<file path="src/rtl/lorenz_pkg.sv">
// Shared types and constants for the Lorenz integrator datapath.
// State variables are signed 7.20 fixed point; a sample is the packed triple {x, y, z}.
package lorenz_pkg;

  localparam int N    = 27;
  localparam int FRAC = 20;

  typedef logic signed [N-1:0] state_t;

  typedef struct packed {
    state_t x;
    state_t y;
    state_t z;
  } sample_t;

  // Pack the three state variables with x in the MSBs, bit-exact.
  function automatic sample_t pack_sample(input state_t sx, input state_t sy, input state_t sz);
    sample_t s;
    s.x = sx;
    s.y = sy;
    s.z = sz;
    return s;
  endfunction

endpackage

</file>
<file path="src/rtl/lorenz_sync_fifo.sv">
// Single-clock first-word-fall-through FIFO with a registered head word.
// fill is an explicit counter so full (fill == 2**AW) needs no extra pointer bit.
module lorenz_sync_fifo #(
  parameter int W  = 81,
  parameter int AW = 4
) (
  input  logic          clk,
  input  logic          reset,
  input  logic          push_i,
  input  logic          pop_i,
  input  logic [W-1:0]  wdata_i,
  output logic [W-1:0]  rdata_o,
  output logic          full_o,
  output logic          empty_o,
  output logic [AW:0]   fill_o
);

  localparam int          DEPTH    = 2 ** AW;
  localparam logic [AW:0] FULL_LVL = (AW + 1)'(DEPTH);

  logic [W-1:0]  mem_q [DEPTH];
  logic [AW-1:0] wr_q, wr_d;
  logic [AW-1:0] rd_q, rd_d;
  logic [AW:0]   fill_q, fill_d;
  logic [AW:0]   remain_s;
  logic [W-1:0]  head_q, head_d;
  logic          push_ok_s;
  logic          pop_ok_s;

  assign full_o  = (fill_q == FULL_LVL);
  assign empty_o = (fill_q == {(AW + 1){1'b0}});
  assign fill_o  = fill_q;
  assign rdata_o = head_q;

  // Next-state for pointers, level and the registered head word.
  always_comb begin
    pop_ok_s  = pop_i && !empty_o;
    push_ok_s = push_i && (!full_o || pop_ok_s);
    wr_d      = push_ok_s ? (wr_q + AW'(1)) : wr_q;
    rd_d      = pop_ok_s ? (rd_q + AW'(1)) : rd_q;
    remain_s  = fill_q - {{AW{1'b0}}, pop_ok_s};
    fill_d    = remain_s + {{AW{1'b0}}, push_ok_s};
    // The head after this edge is either nothing, the word being written
    // (no older entry survives), or the oldest surviving stored entry.
    if (fill_d == {(AW + 1){1'b0}}) begin
      head_d = {W{1'b0}};
    end else if (remain_s == {(AW + 1){1'b0}}) begin
      head_d = wdata_i;
    end else begin
      head_d = mem_q[rd_d];
    end
  end

  // Storage array; contents need no reset since fill gates visibility.
  always_ff @(posedge clk) begin
    if (push_ok_s) begin
      mem_q[wr_q] <= wdata_i;
    end
  end

  // Control state with synchronous active-low reset.
  always_ff @(posedge clk) begin
    if (!reset) begin
      wr_q   <= {AW{1'b0}};
      rd_q   <= {AW{1'b0}};
      fill_q <= {(AW + 1){1'b0}};
      head_q <= {W{1'b0}};
    end else begin
      wr_q   <= wr_d;
      rd_q   <= rd_d;
      fill_q <= fill_d;
      head_q <= head_d;
    end
  end

endmodule

</file>
<file path="src/rtl/lorenz_sample_fifo.sv">
// Decimates the free-running Lorenz state vector and buffers the samples
// in a FWFT FIFO on a valid/ready stream, with sticky overflow accounting.
module lorenz_sample_fifo
  import lorenz_pkg::*;
#(
  parameter int DECIM_W = 16,
  parameter int AW      = 4,
  parameter int DROP_W  = 16
) (
  input  logic                 clk,
  input  logic                 reset,
  input  logic                 run,
  input  logic [DECIM_W-1:0]   decim,
  input  logic [N-1:0]         x,
  input  logic [N-1:0]         y,
  input  logic [N-1:0]         z,
  input  logic                 clr_ovf,
  output logic                 out_valid,
  input  logic                 out_ready,
  output logic [3*N-1:0]       out_data,
  output logic [AW:0]          fill,
  output logic                 overflow,
  output logic [DROP_W-1:0]    drop_cnt
);

  localparam logic [DROP_W-1:0] DROP_MAX = {DROP_W{1'b1}};

  logic [DECIM_W-1:0] cnt_q, cnt_d;
  logic               strobe_s;
  logic               pop_s;
  logic               push_s;
  logic               drop_s;
  logic               full_s;
  logic               empty_s;
  logic               overflow_q, overflow_d;
  logic [DROP_W-1:0]  drop_cnt_q, drop_cnt_d;
  sample_t            sample_s;

  assign sample_s  = pack_sample(state_t'(x), state_t'(y), state_t'(z));
  assign out_valid = !empty_s;
  assign overflow  = overflow_q;
  assign drop_cnt  = drop_cnt_q;

  // Decimation counter; >= lets a lowered ratio take effect on the next edge.
  always_comb begin
    strobe_s = 1'b0;
    cnt_d    = cnt_q;
    if (!run) begin
      cnt_d = {DECIM_W{1'b0}};
    end else if (cnt_q >= decim) begin
      strobe_s = 1'b1;
      cnt_d    = {DECIM_W{1'b0}};
    end else begin
      cnt_d = cnt_q + DECIM_W'(1);
    end
  end

  // Push/pop/drop decisions; a full FIFO still accepts when it pops this cycle.
  always_comb begin
    pop_s  = out_ready && !empty_s;
    drop_s = strobe_s && full_s && !pop_s;
    push_s = strobe_s && !drop_s;
  end

  // Sticky overflow and saturating drop count; a drop beats a clear.
  always_comb begin
    overflow_d = overflow_q;
    drop_cnt_d = drop_cnt_q;
    if (drop_s) begin
      overflow_d = 1'b1;
      if (clr_ovf) begin
        drop_cnt_d = DROP_W'(1);
      end else if (drop_cnt_q == DROP_MAX) begin
        drop_cnt_d = drop_cnt_q;
      end else begin
        drop_cnt_d = drop_cnt_q + DROP_W'(1);
      end
    end else if (clr_ovf) begin
      overflow_d = 1'b0;
      drop_cnt_d = {DROP_W{1'b0}};
    end else begin
      overflow_d = overflow_q;
      drop_cnt_d = drop_cnt_q;
    end
  end

  // Parent-side state registers with synchronous active-low reset.
  always_ff @(posedge clk) begin
    if (!reset) begin
      cnt_q      <= {DECIM_W{1'b0}};
      overflow_q <= 1'b0;
      drop_cnt_q <= {DROP_W{1'b0}};
    end else begin
      cnt_q      <= cnt_d;
      overflow_q <= overflow_d;
      drop_cnt_q <= drop_cnt_d;
    end
  end

  lorenz_sync_fifo #(
    .W  ($bits(sample_t)),
    .AW (AW)
  ) u_fifo (
    .clk     (clk),
    .reset   (reset),
    .push_i  (push_s),
    .pop_i   (pop_s),
    .wdata_i (sample_s),
    .rdata_o (out_data),
    .full_o  (full_s),
    .empty_o (empty_s),
    .fill_o  (fill)
  );

endmodule

</file>
<file path="config.mk">
export PLATFORM = sky130hd
export DESIGN_NAME = lorenz_sample_fifo
export DESIGN_NICKNAME = d
export VERILOG_FILES = /design/src/rtl/lorenz_pkg.sv /design/src/rtl/lorenz_sync_fifo.sv /design/src/rtl/lorenz_sample_fifo.sv
export SDC_FILE = /design/constraint.sdc
export NUM_CORES = 2
export LEC_CHECK = 0
export ABC_AREA = 0
export BUFFER_PORTS_ARGS = -buffer_cell sky130_fd_sc_hd__buf_2
export CAP_MARGIN = 25
export CORE_AREA = 2 2 347 349
export DETAILED_ROUTE_END_ITERATION = 10
export DIE_AREA = 0 0 349 351
export PLACE_DENSITY = 0.71
export SLEW_MARGIN = 20
export SYNTH_ARGS = -nofsm -noshare
export SYNTH_HDL_FRONTEND = slang
export SYNTH_SLANG_ARGS = --single-unit
</file>
<file path="constraint.sdc">
create_clock -name clk -period 10.7 [get_ports clk]
set_clock_uncertainty 0.15 [all_clocks]
set_input_delay 1.07 -clock clk [delete_from_list [all_inputs] [get_ports clk]]
set_output_delay 1.07 -clock clk [all_outputs]
set_load 0.005 [all_outputs]
</file>
; ---- After elaboration in Yosys (flattened, before gate mapping)
; Memories as Yosys holds them, arrays and structs flattened.
; Cells that the tools add are included.
[totals]
ff_bits = 127
ram_bits = 1296
output_inout_bits = 104
word_cells = 50
memories = 1
[op_classes]
n_addsub = 6
order_cmp = 1
n_eq_ne = 3
n_mux = 12
n_bitwise = 2
reduce_logical = 18
[mem_list]
columns = memory, depth, width, rd, rd_ports_with_merged_regs, wr, line
row1 = u_fifo.mem_q, 16, 81, 1, 0, 1, lorenz_sync_fifo.sv:21  ; logic [W-1:0] mem_q [DEPTH];
[ops]
columns = operator, count
row1 = $mux W81, 1
row2 = $mux W16, 4
row3 = $add A16 B1 Y16 const B, 2
row4 = $eq A16 B16 Y1 const B, 1
row5 = $ge A16 B16 Y1, 1
row6 = $logic_not A5 Y1, 3
row7 = $add A4 B1 Y4 const B, 2
row8 = $logic_and A1 B1 Y1, 6
row9 = $mux W1, 6
row10 = $add A5 B1 Y5, 1
row11 = $eq A5 B5 Y1 const B, 1
row12 = $sub A5 B1 Y5, 1
row13 = $logic_not A1 Y1, 4
row14 = $mux W4, 1
row15 = $reduce_or A3 Y1, 1
row16 = $ne A2 B2 Y1 const B, 1
row17 = $not A1 Y1, 2
row18 = $reduce_and A2 Y1, 1
row19 = $reduce_bool A2 Y1, 1
row20 = $reduce_or A2 Y1, 1
row21 = $logic_or A1 B1 Y1, 1

; ---- Longest topological paths before layout
[logic_depth]
depth_word = 11
depth_mapped = 15

; ---- By module
; A second synthesis with hierarchy kept.
[unflattened]
hier_cells = 3280
area_unflattened_um2 = 64977.3
[by_module_without_submodules]
columns = module, n_inst, cells_each, area_per_inst_um2, seq_area_each_um2
row1 = lorenz_sync_fifo, 1, 3041, 63031.7, 40799.1
row2 = lorenz_sample_fifo, 1, 239, 1945.6, 660.6

; ---- Least setup slack after synthesis
; Ideal clock, no wire load.
[synth_timing]
kind = input to register
start = in decim[6]
end = mem u_fifo.mem_q[3][0] (enable)
setup_ns = 0.619
t_arrival_ns = 8.028
required_ns = 9.931
slack_ns = 1.902
stages = 8
n_path_buf = 0
cell_sequence = inv_1 -> ha_1 -> and3_1 -> a221oi_1 -> o221a_2 -> o21ai_1 -> nand2_1 -> nor3_1
[synth_via]
elab_chain_cells = 10
[synth_lines]
columns = element, line
row1 = "start, declared", lorenz_sample_fifo.sv:13  ; input logic [DECIM_W-1:0] decim,
row2 = $ge A16 B16 Y1 (*), lorenz_sample_fifo.sv:50  ; end else if (cnt_q >= decim) begin
row3 = $mux W1 (*), lorenz_sample_fifo.sv:50
row4 = $mux W1 (*), lorenz_sample_fifo.sv:48  ; if (!run) begin
row5 = $logic_and A1 B1 Y1 (2 in a row), lorenz_sample_fifo.sv:61  ; drop_s = strobe_s && full_s && !pop_s;
row6 = $logic_not A1 Y1, lorenz_sample_fifo.sv:62  ; push_s = strobe_s && !drop_s;
row7 = $logic_and A1 B1 Y1 (*), lorenz_sample_fifo.sv:62
row8 = $logic_and A1 B1 Y1 (*), lorenz_sync_fifo.sv:38  ; push_ok_s = push_i && (!full_o || pop_ok_s);
row9 = named net u_fifo.push_ok_s, lorenz_sync_fifo.sv:27  ; logic push_ok_s;
row10 = $mux W1 (*), lorenz_sync_fifo.sv:56  ; if (push_ok_s) begin
row11 = $mux W1 (not written as such) (*), lorenz_sync_fifo.sv:57  ; mem_q[wr_q] <= wdata_i;
row12 = "end, declared", lorenz_sync_fifo.sv:21
; Mark *: on every way through the listed nets, which the timed path passes. The rest lies on a longest branch.

; ---- Worst setup path after layout
[layout_timing]
start = reg u_fifo.rd_q[0]
end = reg u_fifo.head_q[77] (netlist: u_fifo.rdata_o[77])
[layout_via]
elab_chain_cells = 4
[layout_lines]
columns = element, line
row1 = "start, declared", lorenz_sync_fifo.sv:23  ; logic [AW-1:0] rd_q, rd_d;
row2 = "start signal, assigned", lorenz_sync_fifo.sv:65  ; rd_q <= {AW{1'b0}};
row3 = "start signal, assigned", lorenz_sync_fifo.sv:70  ; rd_q <= rd_d;
row4 = $add A4 B1 Y4, lorenz_sync_fifo.sv:40  ; rd_d = pop_ok_s ? (rd_q + AW'(1)) : rd_q;
row5 = $mux W4 (*), lorenz_sync_fifo.sv:40
row6 = $mem_v2 Z16 W81 (*), n/a
row7 = $mux W81 (*), lorenz_sync_fifo.sv:47  ; end else if (remain_s == {(AW + 1){1'b0}}) begin
row8 = "end signal, assigned", lorenz_sync_fifo.sv:67  ; head_q <= {W{1'b0}};
row9 = "end, declared", lorenz_sync_fifo.sv:26  ; logic [W-1:0] head_q, head_d;
; Every way passes the cells marked *; elsewhere a longest branch is shown, timed or not.
; A chain may end at the register's enable or synchronous reset.

==> flow_summary_export.csv <==
group,metric,value,unit
global_route,antenna_found_initial,21,
worst_hold_path,hold_path_class,"flop to flop",
critical_path,worstPathRequired,11.13,ns
cells_and_area,n_fill_cell,8254,
critical_path,worstPathArrival,6.05,ns
detailed_routing,wl_per_cell,30.85,um
pwr,peakVddDrop,0.0007044,V
yosys,yosys_warnings,0,
global_route,globalRouteTotalUtil,26.46,%
pwr,finalPower,19.13,mW
clock_network,clockBufferDepth,3,
placement,hpwl,85970,um
clock_network,clock_sinks,1423,
global_route,grt-busiest-layer,"met2",
floorplan,dieArea,122500,um^2
cells_and_area,stdcell_count,5213,
cells_and_area,final_cell_mix,"1296 x edfxtp_1, 650 x mux4_2, 206 x buf_2",
pwr,swShare,33.69,%
global_route,grt_pass1_vias,37950,
clock_network,cts_resized,0,
detailed_routing,drt-pass1-iter-count,6,
global_route,grt_pass1_wl,241600,um
clock_network,cts_tree,"built",
clock_network,htreeDepth,4,
yosys,synth_edf_count,1296,
critical_path,path_max_fanout,155,
pwr,p_clk_share,27.1,%
placement,place.gp.congestion,0.8036,
sta,drv_slew,0,
cells_and_area,finalCoreUtilization,60.92,%
yosys,ys_top_cells_by_area,"edfxtp_1 60%, mux4_2 23%, dfxtp_1 3.9%",
critical_path,criticalPathCategory,"flop to flop",
sta,grt_setup_unrepaired,"false",
yosys,synth_nets,3511,
clock_network,cts_root_buffer,"clkbuf_16",
floorplan,die_h,351,um
sta,hold_violations,0,
sta,period_minus_slack,5.623,ns
yosys,ys_seq_elements,1423,
floorplan,core.rowCount,127,
detailed_routing,num_vias,36560,
floorplan,io_pins,206,
global_route,grt_remaining_overflow,0,
detailed_routing,via_per_inst,7.013,
sta,worstMarginPinSlew,1.126,ns
yosys,syn_area,64850,um^2
sta,finalSetupTns,0,ns
pwr,power_leakage,22.17,nW
yosys,synth_area_leader_cell,"edfxtp_1",
clock_network,clk_pin_slew,0.06,ns
critical_path,cp-end-kind,"flop",
clock_network,cts_buffers,151,
yosys,synth.distinct_cells,56,
job,cap_violations,0,
clock_network,clkLatencyLatePin,0.76,ns
floorplan,start_util,54.49,%
yosys,synth_ff_type,"edfxtp_1",
critical_path,max_stage_delay,0.91,ns
yosys,async_flop_share,0,%
floorplan,die_x,349,um
clock_network,ctsHoldBuffers,0,
cells_and_area,final_common_cell,"edfxtp_1",
placement,portBuffers,205,
floorplan,core,119000,um^2
detailed_routing,finalWirelength,160800,um
global_route,grt_use_met1,35.55,%
detailed_routing,first_iter_violations,4365,
placement,dp_cells,4916,
yosys,yosysTopAreaCellShare,60.01,%
global_route,met2_usage,44.39,%
critical_path,path_common_cell,"buf_12",
sta,max_freq,177.8,MHz
cells_and_area,fin_area,72510,um^2
critical_path,start_kind,"flop",
clock_network,post_cts_buffers,0,
cells_and_area,drive_gt1_share,34.66,%
pwr,internal_power,12.69,mW
yosys,ys_seq_area_share,63.93,%
cells_and_area,final_nets,3652,
cells_and_area,syn2layout_area_growth,11.81,%
placement,placedInstanceArea,67440,um^2
sta,maxSlewHeadroom,24.94,%
global_route,use_met3,4.484,%
sta,post-route-period-util,52.56,%
detailed_routing,drtAntennaViolNets,0,
global_route,grt_start_max_net_pins,173,
pwr,combPwrFrac,39.6,%
detailed_routing,drc_errors,0,
critical_path,cp_cell_sequence,"buf_12 -> nand4_2 -> xor2_4 -> buf_12 -> buf_4 -> nor3_1 -> a221o_1 -> a2111oi_1",
placement,pre_cts_ws,4.783,ns
critical_path,slowest_stage,"dfxtp_4",
sta,holdWs,0.3595,ns
sta,layout_setup_ws,5.077,ns
yosys,synth_area_per_cell,19.17,um^2
pwr,p_switching,6.445,mW
yosys,syn_inst,3382,
pwr,power_frac_seq,33.3,%
sta,setup_viol,0,
pwr,powerDensity,263.8,nW/um^2
status,status,"finished clean",
-- synth_stat cells, drive strengths merged, types with 2 or more instances --
master   count
a2111oi     81
a211oi       2
a21boi       2
a21oi        8
a221o       80
and2        14
and3         8
and4         2
buf        128
clkbuf     158
dfxtp      127
edfxtp    1296
ha          27
inv         30
mux2i       82
mux4       650
nand2       33
nand2b       4
nand3       13
nand4        8
nand4b       2
nor2       212
nor2b        4
nor3        92
nor3b        3
nor4         3
o211ai       2
o21a        81
o21ai       16
o221ai      80
o22ai       81
or2          2
or3          3
or4          2
xnor2        9
xor2        28
-- logic make-up (layout without fill, tap and decap cells) --
group           count (synthesis)  in the layout  synth area share (%)
other cells                     0             12                     0
simple gates                  407            407                 2.867
buf+inv                       316            587                 2.122
compound gates                440            440                 6.205
flops                        1423           1423                 63.93
fa+ha+maj                      27             27                0.5209
xor+xnor                       37             37                0.5113
mux                           732            732                 23.84
-- routing by layer --
layer	share of wire, %	routed length, um
met1	38	61310
met2	51	82280
met3	8.0	12810
met4	2.7	4311
met5	0.056	90
-- worst max-delay path: cells and delay by family, from the launching register on --
kind / cells / cell delay, ns
flip-flops: 1 / 0.91
AO/OA/AOI/OAI: 2 / 0.98
XOR/XNOR: 1 / 0.60
AND/OR/NAND/NOR: 2 / 0.43
buffers and inverters: 3 / 2.18
-- flip-flops by register name, indices dropped and copies added, names as in the netlist --
register        cells
u_fifo.rd_q         4
u_fifo.rdata_o     81
u_fifo.fill_o       5
overflow            1
cnt_q              16
u_fifo.wr_q         4
u_fifo.mem_q     1296
drop_cnt           16
-- power groups by stage --
stage	registers [mW]	logic (mW)	clock network (mW)
6_report	6.37	7.57	5.18
3_5_place_dp	6.50	7.58	0
5_1_grt	6.39	8.10	5.48
4_1_cts	6.38	7.60	5.27
2_1_floorplan	6.39	5.72	0
3_3_place_gp	6.50	7.37	0
-- cell type report --
cell class	count	area, um^2	share of cell area (%)
clock inverter	71	649.4	0.8956
inverter	30	112.6	0.1553
tap	1548	1937	2.671
sequential	1423	41470	57.20
antenna	12	30.03	0.04142
clock buffer	212	4328	5.969
timing repair buffer	274	1790	2.469
multi-input combinational	1643	22190	30.60
-- worst paths after layout --
check                               startpoint                 end  slack (ns)  depth (start not counted)
worst max-delay path            u_fifo.rd_q[0]  u_fifo.rdata_o[77]        5.08                          8
worst min-delay path                  cnt_q[0]            cnt_q[0]        0.36                          1
worst max register to register  u_fifo.rd_q[0]  u_fifo.rdata_o[77]        5.08                          8
worst min register to register        cnt_q[0]            cnt_q[0]        0.36                          1
No activity file was read; power rests on OpenSTA's default activity.
